## src/rtl/lsu_bus_master.sv

```systemverilog
`default_nettype none
`timescale 1ns/1ps
// ============================================================================
// Module   : lsu_bus_master
// Purpose  : MEM-stage load/store bus master. Issues one valid/ready request
//            per aligned load/store, waits for the response or a timeout,
//            stalls the pipeline meanwhile and returns extended load data.
// Revision : 1.0 - initial release
// ============================================================================
module lsu_bus_master #(
  parameter int ADDR_W         = 32,
  // Cycles allowed in WAIT_RSP before an error completion; legal range 1..255.
  parameter int TIMEOUT_CYCLES = 255
) (
  input  logic              clk,
  input  logic              reset_n,
  input  logic              mem_read_mem,
  input  logic              mem_write_mem,
  input  logic [2:0]        fun3_mem,
  input  logic [ADDR_W-1:0] addr_mem,
  input  logic [31:0]       wdata_mem,
  output logic              stall_pipl,
  output logic [31:0]       rdata_mem,
  output logic              misaligned_mem,
  output logic              bus_error_mem,
  output logic              req_valid,
  input  logic              req_ready,
  output logic [ADDR_W-1:0] req_addr,
  output logic              req_we,
  output logic [31:0]       req_wdata,
  output logic [3:0]        req_wstrb,
  input  logic              rsp_valid,
  input  logic [31:0]       rsp_rdata
);

  typedef enum logic [1:0] {
    IDLE     = 2'd0,
    REQ      = 2'd1,
    WAIT_RSP = 2'd2,
    DONE     = 2'd3
  } state_e;

  localparam logic [7:0] TMO = 8'(TIMEOUT_CYCLES);

  state_e            state_q;
  logic [7:0]        cnt_q;
  logic [7:0]        cnt_d;
  logic [2:0]        fun3_q;
  logic [1:0]        off_q;
  logic              req_valid_q;
  logic [ADDR_W-1:0] req_addr_q;
  logic              req_we_q;
  logic [31:0]       req_wdata_q;
  logic [3:0]        req_wstrb_q;
  logic [31:0]       rdata_q;
  logic              err_q;

  logic              rw;
  logic              access;
  logic [ADDR_W-1:0] addr_d;
  logic [3:0]        wstrb_d;
  logic [31:0]       wdata_d;
  logic [7:0]        lbyte;
  logic [15:0]       lhalf;
  logic [31:0]       ld_d;

  assign rw             = mem_read_mem | mem_write_mem;
  assign misaligned_mem = rw & (((fun3_mem[1:0] == 2'b01) & addr_mem[0]) |
                                ((fun3_mem[1:0] == 2'b10) & (addr_mem[1:0] != 2'b00)));
  assign access         = rw & ~misaligned_mem;
  // Released for exactly the DONE cycle so the pipeline can advance.
  assign stall_pipl     = access & (state_q != DONE);
  assign cnt_d          = cnt_q + 8'd1;
  assign addr_d         = {addr_mem[ADDR_W-1:2], 2'b00};

  assign req_valid      = req_valid_q;
  assign req_addr       = req_addr_q;
  assign req_we         = req_we_q;
  assign req_wdata      = req_wdata_q;
  assign req_wstrb      = req_wstrb_q;
  assign rdata_mem      = rdata_q;
  assign bus_error_mem  = err_q;

  // Store lane steering: byte/halfword replicated across lanes, strobes shifted.
  always_comb begin
    wstrb_d = 4'b0000;
    wdata_d = 32'h0;
    if (mem_write_mem) begin
      case (fun3_mem[1:0])
        2'b00: begin
          wstrb_d = 4'b0001 << addr_mem[1:0];
          wdata_d = {4{wdata_mem[7:0]}};
        end
        2'b01: begin
          wstrb_d = 4'b0011 << addr_mem[1:0];
          wdata_d = {2{wdata_mem[15:0]}};
        end
        default: begin
          wstrb_d = 4'b1111;
          wdata_d = wdata_mem;
        end
      endcase
    end
  end

  // Load extraction from the response word using the latched offset/funct3.
  always_comb begin
    lbyte = 8'(rsp_rdata >> {off_q, 3'b000});
    lhalf = off_q[1] ? rsp_rdata[31:16] : rsp_rdata[15:0];
    case (fun3_q)
      3'b000:  ld_d = {{24{lbyte[7]}}, lbyte};
      3'b100:  ld_d = {24'h0, lbyte};
      3'b001:  ld_d = {{16{lhalf[15]}}, lhalf};
      3'b101:  ld_d = {16'h0, lhalf};
      default: ld_d = rsp_rdata;
    endcase
    if (req_we_q) begin
      ld_d = 32'h0;
    end
  end

  // Transaction FSM with registered bus and completion outputs.
  always_ff @(posedge clk or negedge reset_n) begin
    if (!reset_n) begin
      state_q     <= IDLE;
      cnt_q       <= 8'd0;
      fun3_q      <= 3'd0;
      off_q       <= 2'd0;
      req_valid_q <= 1'b0;
      req_addr_q  <= '0;
      req_we_q    <= 1'b0;
      req_wdata_q <= 32'h0;
      req_wstrb_q <= 4'b0000;
      rdata_q     <= 32'h0;
      err_q       <= 1'b0;
    end else begin
      case (state_q)
        IDLE: begin
          if (access) begin
            req_addr_q  <= addr_d;
            req_we_q    <= mem_write_mem;
            req_wdata_q <= wdata_d;
            req_wstrb_q <= wstrb_d;
            fun3_q      <= fun3_mem;
            off_q       <= addr_mem[1:0];
            req_valid_q <= 1'b1;
            state_q     <= REQ;
          end
        end
        REQ: begin
          if (req_ready) begin
            req_valid_q <= 1'b0;
            cnt_q       <= 8'd0;
            state_q     <= WAIT_RSP;
          end
        end
        WAIT_RSP: begin
          // A response on the timeout cycle still completes normally.
          if (rsp_valid) begin
            rdata_q <= ld_d;
            err_q   <= 1'b0;
            state_q <= DONE;
          end else if (cnt_d == TMO) begin
            cnt_q   <= cnt_d;
            rdata_q <= 32'h0;
            err_q   <= 1'b1;
            state_q <= DONE;
          end else begin
            cnt_q <= cnt_d;
          end
        end
        DONE: begin
          state_q <= IDLE;
        end
        default: begin
          state_q <= IDLE;
        end
      endcase
    end
  end

endmodule
`default_nettype wire

```

## config.mk

```make
export PLATFORM = sky130hd
export DESIGN_NAME = lsu_bus_master
export DESIGN_NICKNAME = d
export VERILOG_FILES = /design/src/rtl/lsu_bus_master.sv
export SDC_FILE = /design/constraint.sdc
export NUM_CORES = 1
export LEC_CHECK = 0
export BUFFER_PORTS_ARGS = -buffer_cell sky130_fd_sc_hd__buf_4
export CAP_MARGIN = 40
export CORE_MARGIN = 5
export CORE_UTILIZATION = 35
export CTS_CLUSTER_DIAMETER = 80
export DETAILED_ROUTE_END_ITERATION = 6
export HOLD_SLACK_MARGIN = 0.06
export PLACE_DENSITY = 0.56
export SLEW_MARGIN = 20
export SYNTH_ARGS = -nofsm -noshare
export SYNTH_HDL_FRONTEND = slang
export SYNTH_SLANG_ARGS = --single-unit
```

## constraint.sdc

```tcl
create_clock -name clk -period 5.35 [get_ports clk]
set_input_delay 0.535 -clock clk [delete_from_list [all_inputs] [get_ports clk]]
set_output_delay 0.535 -clock clk [all_outputs]
set_load 0.03 [all_outputs]
```

; ---- Word level (Yosys, flattened, before mapping)
; Index checks and enable logic that the tools add are counted.
[totals]
reg_bits = 116
elab_cells = 71
inputBits = 105
out_inout_bits = 105
[classes]
reduce_logical = 12
n_shift = 3
muxes = 22
n_eq_ne = 14
bitwise = 8
n_addsub = 1
[op_table]
columns = op, count
row1 = $mux 32, 4
row2 = $pmux 32 s4, 1
row3 = $pmux 32 s2, 1
row4 = $shr 32x5->8, 1
row5 = $mux 16, 1
row6 = $mux 8, 2
row7 = $pmux 8 s2, 1
row8 = $reduce_and 3->1, 3
row9 = $add 8x1->8 const B, 1
row10 = $eq 8x8->1 const B, 1
row11 = $mux 2, 4
row12 = $ne 2x2->1 const B, 4
row13 = $pmux 2 s4, 1
row14 = $pmux 4 s2, 1
row15 = $reduce_bool 2->1, 4
row16 = $eq 2x2->1 const B, 3
row17 = $eq 3x3->1 const B, 2
row18 = $and 1x1->1, 5
row19 = $eq 2x1->1 const B, 2
row20 = $logic_not 2->1, 2
row21 = $mux 1, 4
row22 = $mux 4, 1
row23 = $reduce_and 2->1, 2
row24 = $shl 1x2->4 const A, 1
row25 = other kinds (7), 8

; ---- Depth between registers and ports, before layout
; Gate-level depths: netlist of run 1.
[depth]
ltp_word = 8
ltp_mapped = 9
ltp_nobuf = 7

; ---- Least setup slack after synthesis of run 1
; Ideal clock, no wire load.
[synth_path]
path_kind = reg2reg
start = register cnt_q[0]
end = register rdata_q[25], in the netlist rdata_mem[25]
n_path_buf = 1
setup_ns = 0.121
path_slack_ns = 3.234
t_required_ns = 5.229
t_arrival_ns = 1.995
path_stages_with_launch = 8
synth_period_minus_slack_ns = 2.116
cell_sequence = dfrtp_1 > ha_1 > and3_1 > mux2_1 > a221oi_4 > o21ai_2 > buf_6 > a22o_1
[synth_via]
elab_chain_cells = 4
[synth_lines]
columns = element, line
row1 = "start, declared", 46  ; logic [7:0] cnt_q;
row2 = "start signal, assigned", 164  ; cnt_q <= cnt_d;
row3 = "start signal, assigned", 169  ; cnt_q <= cnt_d;
row4 = $add 8x1->8, 73  ; assign cnt_d = cnt_q + 8'd1;
row5 = $eq 8x8->1, 163  ; end else if (cnt_d == TMO) begin
row6 = $reduce_bool 2->1 (no source line), -
row7 = $reduce_and 2->1 (no source line), -
row8 = "end signal, assigned", 160  ; rdata_q <= ld_d;
row9 = "end, declared", 55  ; logic [31:0] rdata_q;
; No other way between the ends.
; A chain may end at the register's enable or synchronous reset.

; ---- Worst setup path in the final report of run 1
[layout_path]
start = register state_q[0]
end = register rdata_q[25], in the netlist rdata_mem[25]
[layout_via]
elab_chain_cells = 2
[layout_lines]
columns = element, line
row1 = "start, declared", 45  ; state_e state_q;
row2 = "start signal, assigned", 125  ; state_q <= IDLE;
row3 = "start signal, assigned", 147  ; state_q <= REQ;
row4 = "start signal, assigned", 154  ; state_q <= WAIT_RSP;
row5 = $eq 2x2->1, 137  ; case (state_q)
row6 = $reduce_and 2->1 (no source line), -
; No other way between the ends.

==> metrics.cfg, run 1 <==
[clock_tree]
htree_levels = 4
numCtsBuffers = 17
cts.sinks = 116
ctsResizeCount = 0
cts_setup_buffers = 0
insertion_delay_ns = 0.41
cts_tree = yes
cts_root_buffer = clkbuf_16
cts_hold_buf = 0
clkSlewWorstSetupHoldPaths_ns = 0.06
cts.path.max_buffers = 2

[sta]
finalClockSkew_ns = 0.0106
tightestPinTransition_ns = 0.746
finalCriticalPeriod_ns = 3.00
slew_violations = 0
setup_viol = 0
max_freq_ghz = 0.334
finalHoldViolCount = 0
period_share = 0.560
tns_ns = 0
fin_ws_ns = 2.35
hold-worst-slack_ns = 0.0603
rsz0062_at_grt = false
max_slew_margin = 0.502

[global_routing]
grt_pass1_wl_mm = 26.5
grt_pass1_vias = 5109
antenna_found_initial = 0
grt_max_degree = 56
grt_use_total = 0.182
grt.overflow.total = 0

[floorplanning]
ioPinCount = 210
initial_core_util = 0.357
coreArea_um2 = 15900
rows = 46
design.die.area_um2 = 18900
die_x_um = 137
die_h_um = 137

[pwr]
swShare = 0.416
combinationalPowerShare = 0.455
pwr-share-seq = 0.307
clkPwrFrac = 0.238
p_per_area_nw_per_um2 = 623
p_sw_mw = 2.09
p_leak_nw = 3.90
internal-power_mw = 2.93
irDropWorstVdd_mv = 0.378

[layout]
layout_commonest_cell = buf_4
drive_gt1_frac = 0.358
fin_nets = 856
area_growth_pct = 41.9
most-common-layout-cells = 211 x buf_4, 116 x dfrtp_1, 91 x nand2_1
num-fill-cells = 1511
diodes = 0

[synth]
syn_avg_cell_area_um2 = 10.4
synth_cell_types = 49
synth_edf_count = 0
synth_area_um2 = 5670
synth_cells = 544
synth-seq-area-share = 0.512
ys.flop_type = dfrtp_1
synthArstFlopShare = 1.00
yosysWarnings = 0
ys_ff_latch = 116

[placed_design]
gp_congestion = 0.830
dp_hpwl_mm = 12.6
numPortBuffers = 207
pre_cts_ws_ns = 2.42

[drt]
firstDrtPassIters = 4
wl_per_cell_um = 17.2
ant_nets = 0
route.detailed.drc = 0
first_iter_violations = 298
vias_per_cell = 4.97
route.vias.total = 4838
routed_wl_mm = 16.7

[setup_path]
path_buf_inv = 2
rrSetupSlack_ns = 2.35
crit_path_top_delay_cell = nor2_2
worstPathRequired_ns = 5.70
cp-start-kind = register
path_class = reg2reg
critPathTopFamily = compound AO/OA/AOI/OAI gates
path_cells = inv_1, ha_1, nand2_1, nor2_2, o21ai_1, a21oi_1, buf_4, a22o_1
crit_arrival_ns = 3.34
endpoint_kind = register
cp_max_fo = 17
cpPeakStageDelay_ns = 0.61

[status]
status = completed

[min_path]
hold_path_class = in2async

[flow_run]
max_cap_violations = 0

-- synth_stat cells, types with 7 or more instances --
| cell | count | area [µm²] |
|---|---|---|
| mux2_2 | 16 | 180 |
| ha_1 | 7 | 87.6 |
| inv_1 | 17 | 63.8 |
| o21ai_1 | 47 | 235 |
| nand2_1 | 92 | 345 |
| clkbuf_1 | 21 | 78.8 |
| mux2i_1 | 15 | 150 |
| dfrtp_1 | 116 | 2900 |
| nor3_1 | 8 | 40.0 |
| a22o_1 | 24 | 210 |
| o21ai_0 | 22 | 110 |
| mux2_1 | 39 | 439 |
| nand2b_1 | 22 | 138 |
| a21oi_1 | 9 | 45.0 |
| nor2_1 | 16 | 60.1 |
-- final timing paths --
kind	startpoint	end	depth (start not counted)
max	state_q[0]	rdata_mem[25]	8
min	reset_n	rdata_mem[5]	1
min in group clk	addr_mem[20]	req_addr[20]	2
max reg2reg	state_q[0]	rdata_mem[25]	8
max in group asynchronous	reset_n	req_we	3
min reg2reg	req_wdata[20]	req_wdata[20]	2
-- metal layers --
metal,track usage,vias to the layer above,share of wire
met5,0,-,0
met4,0.0471,0,0.010
met3,0.0917,13,0.11
met2,0.293,177,0.48
met1,0.215,2331,0.40
li1,-,2317,-
-- area by class of cell --
cell class / instances / area (µm²) / area share
multi-input cells: 379 / 2560 / 0.318
clock buffers: 21 / 480 / 0.0597
clock inverters: 11 / 149 / 0.0185
inverters: 17 / 63.8 / 0.00792
well taps: 216 / 270 / 0.0336
flip-flops and latches: 116 / 2900 / 0.360
repair buffers: 213 / 1620 / 0.201
-- power by group through the flow --
| stage | logic (mW) | clock network, mW | registers [mW] |
|---|---|---|---|
| 2_1_floorplan | 0.825 | 0 | 2.13 |
| 3_3_place_gp | 2.26 | 0 | 1.54 |
| 3_5_place_dp | 2.31 | 0 | 1.55 |
| 4_1_cts | 2.31 | 1.22 | 1.55 |
| 5_1_grt | 2.47 | 1.26 | 1.60 |
| 6_report | 2.28 | 1.19 | 1.54 |
-- flip-flops by register name (all words and copies together) (netlist names) --
name and count:
fun3_q 3, cnt_q 8, rdata_mem 32, req_wdata 32, req_we 1, bus_error_mem 1
state_q 2, off_q 2, req_addr 30, req_valid 1, req_wstrb 4
-- through the flow --
stage | utilization | area (µm²) | power [mW] | std cells
2_1_floorplan | - | 5680 | 2.96 | 545
3_3_place_gp | 0.465 | 7390 | 3.80 | 939
3_5_place_dp | 0.467 | 7420 | 3.86 | 941
4_1_cts | 0.507 | 8050 | 5.08 | 973
5_1_grt | 0.507 | 8050 | 5.32 | 973
6_report | 0.507 | 8050 | 5.02 | 973
-- worst reg2reg max path, stage by stage, from the launching register on --
cell	delay, ns
dfrtp_1	0.39
inv_1	0.13
ha_1	0.36
nand2_1	0.21
nor2_2	0.61
o21ai_1	0.21
a21oi_1	0.59
buf_4	0.29
a22o_1	0.15
-- kinds of logic after synthesis --
logic type	Yosys count	share of synthesized area
adders and majority gates	7	0.0154
other	1	0.000661
muxes	72	0.144
DFF	116	0.512
and+or+nand+nor	165	0.135
buffers and inverters	50	0.0384
AOI/OAI and AO/OA	133	0.155
No activity file was read; power rests on OpenSTA's default activity.
==> run 2, diff against run 1 <==
- PLACE_DENSITY: 0.56 -> 0.58
- clock period: 5.35 -> 2.63 ns (I/O delays scaled with it)
==> run 2 against run 1 <==
Final cell count up 3.1%. Routed wire length up 1.9%. Flip-flop and latch count unchanged. Clock-buffer cell count down 1. Utilization up 2.0 points. First-iteration DRC count down 19%. Power up 110%. Sequential power up 100%. Register-to-register slack worse by 2.1 ns. Critical path type unchanged. Highest routed layer unchanged.
==> metrics.cfg, run 2 (synthesis results as in run 1) <==
[sta]
rsz0062_at_grt = false
finalClockSkew_ns = 0.00573  ; -0.00485 ns
tightestPinTransition_ns = 0.586  ; -0.160 ns
finalHoldViolCount = 0  ; unchanged
max_slew_margin = 0.608  ; +0.106
finalCriticalPeriod_ns = 2.41  ; -0.587 ns
setup_viol = 0  ; unchanged
tns_ns = 0  ; unchanged
max_freq_ghz = 0.415  ; +24%
period_share = 0.916  ; +0.356
slew_violations = 0  ; unchanged

[floorplanning]
ioPinCount = 210  ; unchanged
die_h_um = 137  ; unchanged
rows = 46  ; unchanged
die_x_um = 137  ; unchanged
coreArea_um2 = 15900  ; unchanged
initial_core_util = 0.357  ; unchanged
design.die.area_um2 = 18900  ; unchanged

[layout]
area_growth_pct = 47.6
fin_nets = 886  ; +3.5%
most-common-layout-cells = 214 x buf_4, 116 x dfrtp_1, 91 x nand2_1
multi_input_area_um2 = 2570  ; +0.29%
num-fill-cells = 1484  ; -1.8%
seq_area_um2 = 2900  ; unchanged
diodes = 0  ; unchanged
layout_commonest_cell = buf_4
drive_gt1_frac = 0.349  ; -0.00856

[flow_run]
max_cap_violations = 0  ; unchanged

[global_routing]
antenna_found_initial = 0  ; unchanged
grt.overflow.total = 0  ; unchanged
grt_pass1_vias = 5275  ; +3.2%
grt_max_degree = 109  ; +95%
grt_use_total = 0.185  ; +0.00304
grt_pass1_wl_mm = 27.2  ; +2.3%

[setup_path]
cp_max_fo = 13  ; -4
crit_path_top_delay_cell = dfrtp_1
crit_arrival_ns = 2.70  ; -0.64 ns
cp-start-kind = register
endpoint_kind = register
path_cells = ha_1, and3_1, mux2_1, a221oi_4, o21ai_4, buf_8, a22o_1
worstPathRequired_ns = 2.92  ; -2.78 ns
cpPeakStageDelay_ns = 0.46  ; -0.15 ns
path_class = reg2reg

[clock_tree]
numCtsBuffers = 17  ; unchanged
cts_tree = yes
cts.sinks = 116  ; unchanged
htree_levels = 4  ; unchanged
insertion_delay_ns = 0.41  ; about the same
clkSlewWorstSetupHoldPaths_ns = 0.05  ; about the same
cts_root_buffer = clkbuf_16
cts.path.max_buffers = 2  ; unchanged

[pwr]
p_sw_mw = 4.27  ; +100%
combinationalPowerShare = 0.462  ; +0.007
p_leak_nw = 4.04  ; +3.5%
irDropWorstVdd_mv = 0.578  ; +53%
pwr-share-seq = 0.297  ; -0.010
p_per_area_nw_per_um2 = 1240  ; +98%
clkPwrFrac = 0.241  ; +0.003
internal-power_mw = 6.09  ; +110%
swShare = 0.412  ; -0.00396
finalPower_mw = 10.4  ; +110%

[drt]
routed_wl_mm = 17.0  ; +1.9%
ant_nets = 0  ; unchanged
route.detailed.drc = 0  ; unchanged
route.vias.total = 5015  ; +3.7%
firstDrtPassIters = 4  ; unchanged
first_iter_violations = 242  ; -19%
vias_per_cell = 5.00  ; +0.56%
wl_per_cell_um = 17.0  ; -1.1%

[placed_design]
gp_congestion = 0.886  ; +6.6%
dp_hpwl_mm = 12.4  ; -1.8%
numPortBuffers = 207  ; unchanged

[min_path]
hold_path_class = in2reg

[status]
status = completed

run 2: changes by cell type in the layout (fill, tap and decap cells not counted), sizes merged:
| cell | change |
|---|---|
| buf | +4 |
| bufinv | +1 |
| clkbuf | -1 |
| clkinvlp | +1 |
| dlygate4sd3 | +26 |
| inv | -1 |
run 2: layer usage:
| layer | share of wire | vias to the layer above | wire (µm) | track usage |
|---|---|---|---|---|
| met1 | 0.40 | 2397 | 6760 | 0.227 |
| met3 | 0.10 | 35 | 1750 | 0.0749 |
| met5 | 0 | - | 0 | 0 |
| met4 | 0.028 | 0 | 469 | 0.0787 |
| li1 | - | 2381 | - | - |
| met2 | 0.47 | 202 | 8030 | 0.287 |
run 2: critical path: cells and delay by family (launching register included):
kind | cells | cell delay, ns
flip-flops | 1 | 0.46
AO/OA/AOI/OAI | 3 | 0.73
multiplexers | 1 | 0.38
adder cells (fa/ha/maj) | 1 | 0.26
buffers and inverters | 1 | 0.20
AND/OR/NAND/NOR | 1 | 0.25
run 2: power groups by stage:
stage          clock, mW  combinational (mW)  sequential (mW)
3_5_place_dp           0                4.79             3.09
4_1_cts             2.55                4.83             3.08
6_report            2.50                4.78             3.08
3_3_place_gp           0                4.69             3.07
5_1_grt             2.64                5.15             3.19
2_1_floorplan          0                1.68             4.34
run 2: worst paths after layout:
path	cells past startpoint	slack, ns	endpoint	from
max in group asynchronous	3	1.45	req_wdata[0]	reset_n
max reg2reg	7	0.22	rdata_mem[10]	cnt_q[0]
min in group asynchronous	2	0.36	cnt_q[4]	reset_n
min	2	0.07	req_addr[14]	addr_mem[14]
max	7	0.22	rdata_mem[10]	cnt_q[0]
min reg2reg	2	0.48	req_wdata[7]	req_wdata[7]
run 2: area by class of cell:
class | instances | share of cell area
repair buffers | 243 | 0.229
flip-flops and latches | 116 | 0.347
clock buffers | 20 | 0.0557
well taps | 216 | 0.0323
multi-input cells | 379 | 0.307
clock inverters | 12 | 0.0212
inverters | 17 | 0.00762
run 2: repair_timing:
item | 4_1_cts | 5_1_grt
setup endpoints to repair | 0 | 5
hold endpoints to repair | 58 | 0
resized for setup | 0 | 1
buffers inserted | 0 | 0
hold buffers | 26 | 0
run 2: through the flow:
| stage | util | worst slack, ns | hold WS (ns) | cell area, µm² | std cells |
|---|---|---|---|---|---|
| 6_report | 0.527 | 0.222 | 0.0718 | 8380 | 1003 |
| 5_1_grt | 0.527 | 0.0627 | 0.0618 | 8380 | 1003 |
| 4_1_cts | 0.527 | 0.161 | 0.0601 | 8370 | 1003 |
| 3_5_place_dp | 0.470 | 0.185 | 0.261 | 7460 | 945 |
| 3_3_place_gp | 0.469 | 0.217 | 0.250 | 7450 | 944 |
| 2_1_floorplan | - | 0.514 | -0.0326 | 5680 | 545 |
